File: src/rtl/branch_resolve_unit.sv
// EX-stage branch resolution: carries each IF direction prediction through ID/EX,
// compares it with the EX outcome, and drives predictor training/rollback, flush/redirect and stats.
module branch_resolve_unit #(
  parameter int RECOVER_CYCLES = 2,
  parameter int STAT_WIDTH     = 16
) (
  input  logic                  clk,
  input  logic                  rst_n,
  input  logic                  pl_stall,
  input  logic                  pred_valid_if,
  input  logic                  pred_taken_if,
  input  logic [31:0]           pred_target_if,
  input  logic                  br_valid_ex,
  input  logic                  br_taken_ex,
  input  logic [31:0]           br_target_ex,
  input  logic [31:0]           pc_ex,
  output logic                  corrected_en,
  output logic                  corrected_result,
  output logic                  rollback_en_ex,
  output logic                  rollback_en_id,
  output logic                  prediction_result_branch_failed,
  output logic                  flush,
  output logic                  redirect_en,
  output logic [31:0]           redirect_pc,
  output logic [STAT_WIDTH-1:0] branch_cnt,
  output logic [STAT_WIDTH-1:0] miss_cnt
);

  localparam int CNT_W = (RECOVER_CYCLES > 1) ? $clog2(RECOVER_CYCLES) : 1;

  typedef enum logic {RUN, RECOVER} state_e;

  state_e                  state_q, state_d;
  logic [CNT_W-1:0]        cnt_q, cnt_d;
  logic                    id_vld_q, id_vld_d, ex_vld_q, ex_vld_d;
  logic                    id_taken_q, id_taken_d, ex_taken_q, ex_taken_d;
  logic [31:0]             id_target_q, id_target_d, ex_target_q, ex_target_d;
  logic [STAT_WIDTH-1:0]   branch_cnt_q, branch_cnt_d, miss_cnt_q, miss_cnt_d;
  logic                    resolve, mispredict, pred_taken;

  function automatic logic [STAT_WIDTH-1:0] sat_inc(input logic [STAT_WIDTH-1:0] v,
                                                    input logic                  en);
    if (en && (v != {STAT_WIDTH{1'b1}}))
      return v + 1'b1;
    return v;
  endfunction

  always_comb begin
    resolve    = rst_n && br_valid_ex && !pl_stall && (state_q == RUN);
    // An empty EX slot behaves as a not-taken prediction.
    pred_taken = ex_vld_q && ex_taken_q;
    mispredict = resolve && ((pred_taken != br_taken_ex) ||
                             (pred_taken && br_taken_ex && (ex_target_q != br_target_ex)));

    corrected_en                    = resolve && !mispredict;
    corrected_result                = br_taken_ex;
    rollback_en_ex                  = mispredict;
    rollback_en_id                  = mispredict && id_vld_q;
    prediction_result_branch_failed = mispredict && pred_taken;
    flush                           = mispredict;
    redirect_en                     = mispredict;
    redirect_pc                     = mispredict ? (br_taken_ex ? br_target_ex : pc_ex + 32'd4)
                                                 : 32'd0;
  end

  always_comb begin
    id_vld_d     = id_vld_q;
    id_taken_d   = id_taken_q;
    id_target_d  = id_target_q;
    ex_vld_d     = ex_vld_q;
    ex_taken_d   = ex_taken_q;
    ex_target_d  = ex_target_q;
    state_d      = state_q;
    cnt_d        = cnt_q;
    branch_cnt_d = sat_inc(branch_cnt_q, resolve);
    miss_cnt_d   = sat_inc(miss_cnt_q, mispredict);

    if (!pl_stall) begin
      ex_vld_d    = id_vld_q;
      ex_taken_d  = id_taken_q;
      ex_target_d = id_target_q;
      id_vld_d    = pred_valid_if && (state_q == RUN);
      id_taken_d  = pred_taken_if;
      id_target_d = pred_target_if;
      if (mispredict) begin
        id_vld_d = 1'b0;
        ex_vld_d = 1'b0;
      end
    end

    if (mispredict) begin
      state_d = RECOVER;
      cnt_d   = CNT_W'(RECOVER_CYCLES - 1);
    end else if (state_q == RECOVER && !pl_stall) begin
      if (cnt_q == '0)
        state_d = RUN;
      else
        cnt_d = cnt_q - 1'b1;
    end
  end

  always_ff @(posedge clk) begin
    if (!rst_n) begin
      state_q      <= RUN;
      cnt_q        <= '0;
      id_vld_q     <= 1'b0;
      ex_vld_q     <= 1'b0;
      branch_cnt_q <= '0;
      miss_cnt_q   <= '0;
    end else begin
      state_q      <= state_d;
      cnt_q        <= cnt_d;
      id_vld_q     <= id_vld_d;
      ex_vld_q     <= ex_vld_d;
      branch_cnt_q <= branch_cnt_d;
      miss_cnt_q   <= miss_cnt_d;
    end
  end

  // Slot payload is qualified by the valid bits, so it carries no reset.
  always_ff @(posedge clk) begin
    id_taken_q  <= id_taken_d;
    id_target_q <= id_target_d;
    ex_taken_q  <= ex_taken_d;
    ex_target_q <= ex_target_d;
  end

  assign branch_cnt = branch_cnt_q;
  assign miss_cnt   = miss_cnt_q;

endmodule

File: config.mk
export PLATFORM = sky130hd
export DESIGN_NAME = branch_resolve_unit
export DESIGN_NICKNAME = d
export VERILOG_FILES = /design/src/rtl/branch_resolve_unit.sv
export SDC_FILE = /design/constraint.sdc
export NUM_CORES = 1
export LEC_CHECK = 0
export BUFFER_PORTS_ARGS = -buffer_cell sky130_fd_sc_hd__buf_2
export CELL_PAD_IN_SITES_DETAIL_PLACEMENT = 1
export CELL_PAD_IN_SITES_GLOBAL_PLACEMENT = 1
export CORE_AREA = 2 2 103 130
export CTS_CLUSTER_SIZE = 25
export DETAILED_ROUTE_END_ITERATION = 10
export DIE_AREA = 0 0 105 132
export HOLD_SLACK_MARGIN = 0.15
export PLACE_DENSITY_LB_ADDON = 0.2
export SLEW_MARGIN = 20
export SYNTH_ARGS = -nofsm -noshare
export SYNTH_HDL_FRONTEND = slang
export SYNTH_SLANG_ARGS = --single-unit
File: constraint.sdc
create_clock -name clk -period 2.97 [get_ports clk]
set_clock_uncertainty 0.1 [all_clocks]
set_input_delay 0.1485 -clock clk [delete_from_list [all_inputs] [get_ports clk]]
set_output_delay 0.1485 -clock clk [all_outputs]
set_load 0.02 [all_outputs]
Yosys cells after proc, flatten, opt, wreduce, memory -nomap -nowiden --
Cells that the tools add are included.
Word-level totals: bits in registers 102, output and inout bits 71
Cells by class: bitwise gates (word level) 1, muxes and demuxes 14, $add $sub $neg 4, eq/ne operators 5, reduce and logical (&&, ||, !) cells 19
Operators with widths (count):
- two-way mux 32 bit | 2
- adder 16 x 1 -> 16 bit (second input constant) | 2
- adder 32 x 3 -> 32 bit (second input constant) | 1
- two-way mux 16 bit | 2
- != test 16 bit (second input constant) | 2
- != test 32 bit | 1
- logical AND 1 bit | 14
- two-way mux 1 bit | 10
- zero test 1 bit | 2
- != test 2 x 1 -> 1 bit (second input constant) | 1
- AND reduction 2 bit | 1
- nonzero test 2 bit | 1
- logical OR 1 bit | 1
- != test 1 bit | 1
- NOT 1 bit | 1
- subtractor 1 bit (second input constant) | 1

Depth between registers and ports, before layout --
Gate-level depths: netlist of the first run.
word-level depth 7, gate-level depth with buffers 9, depth with buffers taken out 8

Worst setup path after synthesis of the first run --
OpenSTA, ideal clock, no wires.
path kind register to register, start register branch_cnt_q[0], in the netlist branch_cnt[0], end register branch_cnt_q[7], in the netlist branch_cnt[7], required time 2.742 ns, period minus slack after synthesis 2.143 ns, data arrival time 1.915 ns, path buffers 1, stages on the path, launching flop included 10, slack 0.827 ns, cells stage by stage dfxtp_1 -> ha_1 -> nand2_1 -> nor3_1 -> a41oi_4 -> and4_1 -> buf_4 -> nand3_1 -> xor2_1 -> nor2_1
Between the ends: cells in the longest elaborated chain, start to end 3, elaborated cells between the ends (all ways) 5
Ends and longest elaborated chain:
- start: declaration | RTL line 38 | logic [STAT_WIDTH-1:0] branch_cnt_q, branch_cnt_d, miss_cnt_q, miss_cnt_d;
- start signal: assignment | RTL line 115 | branch_cnt_q <= branch_cnt_d;
- branches (longest 3 deep; another with adder 16 x 1 -> 16 bit)
Several ways; the timed one is not identified. The select of a mux whose other input is x is not followed. A chain may end at the register's enable or synchronous reset.

Worst setup path in the final report of the first run --
start register ex_target_q[15], end output redirect_pc[9]
Between the ends: cells in the longest elaborated chain, start to end 5
Ends and longest elaborated chain:
- start: declaration | RTL line 37 | logic [31:0] id_target_q, id_target_d, ex_target_q, ex_target_d;
- start signal: assignment | RTL line 125 | ex_target_q <= ex_target_d;
- != test 32 bit | RTL line 53 | (pred_taken && br_taken_ex && (ex_target_q != br_target_ex)));
- logical AND 1 bit | RTL line 53
- logical OR 1 bit | RTL line 52 | mispredict = resolve && ((pred_taken != br_taken_ex) ||
- logical AND 1 bit | RTL line 52
- two-way mux 32 bit | RTL line 62 | redirect_pc = mispredict ? (br_taken_ex ? br_target_ex : pc_ex + 32'd4)
- end: declaration | RTL line 24 | output logic [31:0] redirect_pc,
No other way between the ends.

==> flow_metrics.tcl, run 1 <==
set metrics [dict create \
    status "complete, no violations" \
    clkLatencyLatePin_ns 0.35 \
    drive_above_1_share_pct 30.41 \
    synth_cell_types 48 \
    cp-end-kind "output pin" \
    worst_path_dominant_cell_family "simple AND/OR/NAND/NOR gates" \
    p_per_area_mw_per_mm2 469.2 \
    grt_pass1_vias 4511 \
    grt-busiest-layer "met2" \
    p_switching_uw 755.3 \
    syn_avg_cell_area_um2 10.72 \
    wl_per_cell_um 16.74 \
    synthCells 476 \
    finalCoreUtilization_pct 54.04 \
    viasPerCell 5.069 \
    combPwrFrac_pct 11.2 \
    clock_path_buffers 2 \
    syn_area_mm2 0.005104 \
    htreeDepth 3 \
    drv_slew 0 \
    syn_to_final_growth_pct 32.85 \
    grt_max_degree 35 \
    p_clk_share_pct 37.8 \
    clkTransAtPathRegs_ns 0.07 \
    pwr-share-seq_pct 51.0 \
    die_h_um 132 \
    startpoint_type "flip-flop" \
    fill_cells 1447 \
    die_w_um 105 \
    hold_class "input port to flip-flop" \
    async_flop_share_pct 0 \
    ctsRootBufferMaster "clkbuf_16" \
    use_met2_pct 36.40 \
    use_met1_pct 24.31 \
    peakVddDrop_v 0.0002788 \
    power_uw 3181 \
    critPathMaxFanout 31 \
    crit_type "flip-flop to output pin" \
    critPathMaxStageDelay_ns 0.38 \
    initial_core_util_pct 40.68 \
    first_iter_violations 162 \
    max_freq_mhz 366.8 \
    syn_nets 583 \
    globalRouteMet3Util_pct 4.548 \
    swShare_pct 23.74 \
    synth_flop_cell "edfxtp_1" \
    rsz0062_at_grt "no" \
    ant_nets 0 \
    nets 786 \
    ioPinCount 174 \
    yosysSeqAreaShare_pct 52.95 \
    post-route-min-period_ns 2.726 \
    hold_viol_final 0 \
    cts_tree "done" \
    drc 0 \
    yosysWarningCount 0 \
    grt.total_usage_pct 20.68 \
    crit_arrival_ns 2.48 \
    multiInputGateArea_mm2 0.002257 \
    synth_edf_count 66 \
    drt_first_pass_iters 4 \
    drv_cap 0 \
    core-area_mm2 0.01255 \
    io_buffers 173 \
    p_int_uw 2426 \
    critPathBufInv 2 \
    globalplace.congestion 0.8986 \
    cts_buffers 9 \
    finalSetupViolCount 0 \
    cts_sinks 102 \
    tightestPinTransition_ns 0.7650 \
    die_area_mm2 0.01386 \
    ys_ff_latch 102 \
    post-place-ws_ns 0.5558 \
    required_ns 2.72 \
    relSlewSlack_pct 48.95 \
    power_leakage_uw 0.002790 \
    fin_area_mm2 0.006780 \
    slowest_stage "edfxtp_1" \
    routed_wl_um 14280 \
    fin_ws_ns 0.2436 \
    antenna_found_initial 1 \
    crit_chain "xnor2_1 > nand4_1 > nor4_1 > a21boi_1 > o21ai_4 > buf_4 > nor2_1 > buf_2" \
    hpwlAfterDp_um 10860 \
    tns_ns 0 \
    overflow 0 \
    dr_total_vias 4324 \
    grt_first_pass_wirelength_um 22800 \
    placed_area_mm2 0.006097 \
    finalCritPeriodShare_pct 91.80 \
    rows 46 \
    register_area_mm2 0.002703 \
]
==> sequential cells by signal, indices dropped and copies added, names as in the netlist <==
signal       count
branch_cnt      16
cnt_q            1
ex_taken_q       1
ex_target_q     32
ex_vld_q         1
id_taken_q       1
id_target_q     32
id_vld_q         1
miss_cnt        16
state_q          1
==> tightest hold or removal path: stages <==
cell	delay, ns
buf_2	0.10
nand3_1	0.18
a41oi_4	0.09
mux2i_1	0.13
==> per-layer routing <==
metal	up-vias	share of wire [%]
met4	0	2.6
met3	20	5.9
li1	2122	-
met1	2050	41
met2	132	50
met5	-	0
==> final timing paths <==
kind | from | endpoint | slack, ns | cells after the start
worst min-delay path | br_valid_ex | branch_cnt[0] | 0.25 | 4
worst max-delay path | ex_target_q[15] | redirect_pc[9] | 0.24 | 8
worst max register to register | ex_target_q[15] | id_vld_q | 0.30 | 9
worst min register to register | id_target_q[24] | ex_target_q[24] | 0.32 | 0
==> cells in the mapped netlist, types with 5 or more instances <==
cell,n,area share [%]
a21oi_1,26,2.5
and3_1,10,1.2
and4_1,6,1.0
buf_4,8,1.2
clkbuf_1,8,0.59
dfxtp_1,36,14
edfxtp_1,66,39
mux2i_1,15,2.9
nand2_1,39,2.9
nand3_1,34,3.3
nand4_1,16,2.0
nor2_1,60,4.4
nor3_1,6,0.59
o211ai_1,5,0.74
o21ai_0,9,0.88
or3_1,7,0.86
xnor2_1,51,8.8
xor2_1,19,3.3
==> cell families (layout without fill, tap and decap cells) <==
kind of cell,count (synthesis),count (layout),share of synthesized area (%)
simple gates,198,198,20.20
flops,102,102,52.95
xor+xnor,70,70,12.01
compound gates,60,60,7.943
buf+inv,27,235,2.966
mux,15,15,2.942
fa+ha+maj,4,4,0.9807
other cells,0,1,0
==> metrics by stage <==
| stage | cells | hold WS (ns) |
|---|---|---|
| CTS | 852 | 0.2711 |
| global route | 853 | 0.3153 |
| global placement | 799 | 0.2258 |
| detailed placement | 799 | 0.2269 |
| finish | 853 | 0.2525 |
| floorplan | 476 | 0.1474 |
==> cells in the final DEF, fill, tap and decap left out, types with 3 or more instances in the layout <==
master and count:
a21oi_1 26, and2_1 3, and3_1 10, and3_4 3, and4_1 6, buf_2 173
clkbuf_16 9, clkinvlp_4 3, dfxtp_1 36, dlygate4sd3_1 37, edfxtp_1 66, ha_1 4
inv_1 3, mux2i_1 15, nand2_1 39, nand3_1 34, nand4_1 16, nor2_1 60
nor3_1 6, nor4_1 4, o211ai_1 5, o21a_1 3, o21ai_0 9, o31ai_1 3
or3_1 7, xnor2_1 51, xor2_1 19
==> power by group through the flow <==
stage / Clock [µW] / Combinational [µW] / Sequential (µW)
global route: 1280 / 391 / 1630
global placement: 0 / 310 / 1650
CTS: 1240 / 361 / 1620
finish: 1200 / 357 / 1620
detailed placement: 0 / 318 / 1650
floorplan: 0 / 166 / 1650
==> what timing repair did <==
| item | 4_1_cts | 5_1_grt |
|---|---|---|
| hold endpoints to repair | 43 | 0 |
| hold buffers | 37 | 0 |
| setup endpoints to repair | 0 | 1 |
| gates resized for setup | 0 | 1 |
| setup buffers | 0 | 0 |
==> area by class of cell <==
cell class	instances	area share (%)
antenna	1	0.03691
clock buffer	9	3.322
clock inverter	7	1.199
multi-input combinational	347	33.29
timing repair buffer	214	18.91
sequential	102	39.86
tap	168	3.100
inverter	5	0.2768
Power figures use the tool's default switching activity.
==> run 2, diff against run 1 <==
- GPL_TIMING_DRIVEN: not set -> 0
- REMOVE_ABC_BUFFERS: not set -> 1
==> run 2 against run 1 <==
  * Sequential share of layout area fell by 0.40 points
  * Routed wire length rose by 2.8%
  * Cell count is the same
  * Die area unchanged
  * Combinational power is 2% higher
  * Setup slack got worse by 0.068 ns
  * Sequential power hardly changed
  * Core utilization grew 0.55 points
  * Critical path depth up 1
  * Register-to-register slack improved by 0.33 ns
  * Largest power group unchanged
  * Highest routed layer unchanged
==> flow_metrics.tcl, run 2 (synthesis results as in run 1) <==
set metrics [dict create \
    cts_buffers 9 \
    cts_tree "done" \
    rows 46 \
    critPathMaxStageDelay_ns 0.42 \
    drv_cap 0 \
    cts_sinks 102 \
    post-route-min-period_ns 2.795 \
    first_iter_violations 114 \
    finalSetupViolCount 0 \
    cp-end-kind "output pin" \
    use_met1_pct 23.56 \
    fin_area_mm2 0.006849 \
    initial_core_util_pct 40.68 \
    crit_type "flip-flop to output pin" \
    drt_first_pass_iters 4 \
    ctsRootBufferMaster "clkbuf_16" \
    relSlewSlack_pct 46.63 \
    status "complete, no violations" \
    hold_viol_final 0 \
    die_w_um 105 \
    diodes 0 \
    viasPerCell 5.184 \
    clock_path_buffers 2 \
    nets 787 \
    io_buffers 173 \
    rsz0062_at_grt "no" \
    clkTransAtPathRegs_ns 0.07 \
    grt_max_degree 37 \
    post-place-ws_ns -0.2023 \
    wl_per_cell_um 17.21 \
    use_met2_pct 40.26 \
    clkLatencyLatePin_ns 0.34 \
    globalplace.congestion 0.8342 \
    p_per_area_mw_per_mm2 459.5 \
    worst_path_dominant_cell_family "buffers and inverters" \
    antenna_found_initial 0 \
    globalRouteMet3Util_pct 4.844 \
    tns_ns 0 \
    slowest_stage "edfxtp_1" \
    syn_to_final_growth_pct 34.20 \
    routed_wl_um 14680 \
    grt.total_usage_pct 21.53 \
    ant_nets 0 \
    mostFrequentLayoutCells "buf_2, edfxtp_1, nor2_1" \
    grt-busiest-layer "met2" \
    power_leakage_uw 0.002829 \
    peakVddDrop_v 0.0003473 \
    startpoint_type "flip-flop" \
    critPathBufInv 3 \
    ioPinCount 174 \
    crit_arrival_ns 2.55 \
    final_common_cell "buf_2" \
    fin_ws_ns 0.1752 \
    hpwlAfterDp_um 11060 \
    placed_area_mm2 0.006132 \
    reg_top3 "ex_target_q x32, id_target_q x32" \
    hold_class "input port to flip-flop" \
    dr_total_vias 4422 \
    critPathMaxFanout 23 \
    core-area_mm2 0.01255 \
    cpMostUsedCell "buf_16" \
    grt_pass1_vias 4680 \
    overflow 0 \
    drv_slew 0 \
    drive_above_1_share_pct 30.95 \
    die_h_um 132 \
    htreeDepth 3 \
    tightestPinTransition_ns 0.7997 \
    die_area_mm2 0.01386 \
    max_freq_mhz 357.8 \
    required_ns 2.72 \
    drc 0 \
    whs_ns 0.2530 \
    crit_chain "xnor2_2 > nand4_1 > nor4_4 > a21boi_2 > o21ai_4 > buf_16 > buf_16 > a211oi_1 > buf_2" \
    finalCritPeriodShare_pct 94.10 \
    grt_first_pass_wirelength_um 23600 \
    power_uw 3147 \
]
-- run 2: cell types whose count changed in the layout (fill, tap and decap cells not counted), sizes merged, moves of 2 or more --
cell	before	now
clkinv	0	3
inv	8	5
clkbuf	9	11
clkinvlp	3	1
-- run 2: worst min-delay path: stages --
cell and delay, ns:
buf_2 0.11, nand3_1 0.17, a41oi_4 0.09, mux2i_1 0.12
-- run 2: layout make-up --
cell class	instances	area, µm²
Multi-Input combinational cell	348	2306
Clock inverter	5	60.06
Timing Repair Buffer	214	1316
Fill cell	1458	5698
Tap cell	168	210.2
Sequential cell	102	2703
Inverter	5	21.27
Clock buffer	11	232.7
-- run 2: per-stage QoR --
step                util [%]  instances
finish                 54.59        853
detailed placement     48.87        798
CTS                    54.42        853
global route           54.59        853
floorplan                  -        454
global placement       48.20        795
-- run 2: where the power goes --
part	switching, µW	internal [µW]
logic	192	172
clock network	505	656
registers	28.5	1590
total	726	2420
-- run 2: what timing repair did --
| item | 4_1_cts | 5_1_grt |
|---|---|---|
| setup endpoints to repair | 43 | 17 |
| endpoints found under the hold margin | 43 | 0 |
| hold buffers | 36 | 0 |
| pin swaps | 1 | 1 |
| buffers inserted | 2 | 0 |
| gates resized for setup | 3 | 3 |
| gates cloned | 1 | 0 |
-- run 2: final timing paths --
kind / startpoint / to / slack, ns / cells past startpoint
worst max-delay path: ex_target_q[31] / redirect_pc[27] / 0.18 / 9
worst min-delay path: br_valid_ex / branch_cnt[0] / 0.25 / 4
worst max register to register: ex_target_q[31] / miss_cnt[7] / 0.63 / 9
worst min register to register: id_target_q[23] / ex_target_q[23] / 0.32 / 0
-- run 2: routing by layer --
| layer | vias up | routed length (µm) |
|---|---|---|
| met3 | 25 | 823 |
| met2 | 125 | 7779 |
| met5 | - | 0 |
| li1 | 2126 | - |
| met1 | 2146 | 5703 |
| met4 | 0 | 378 |
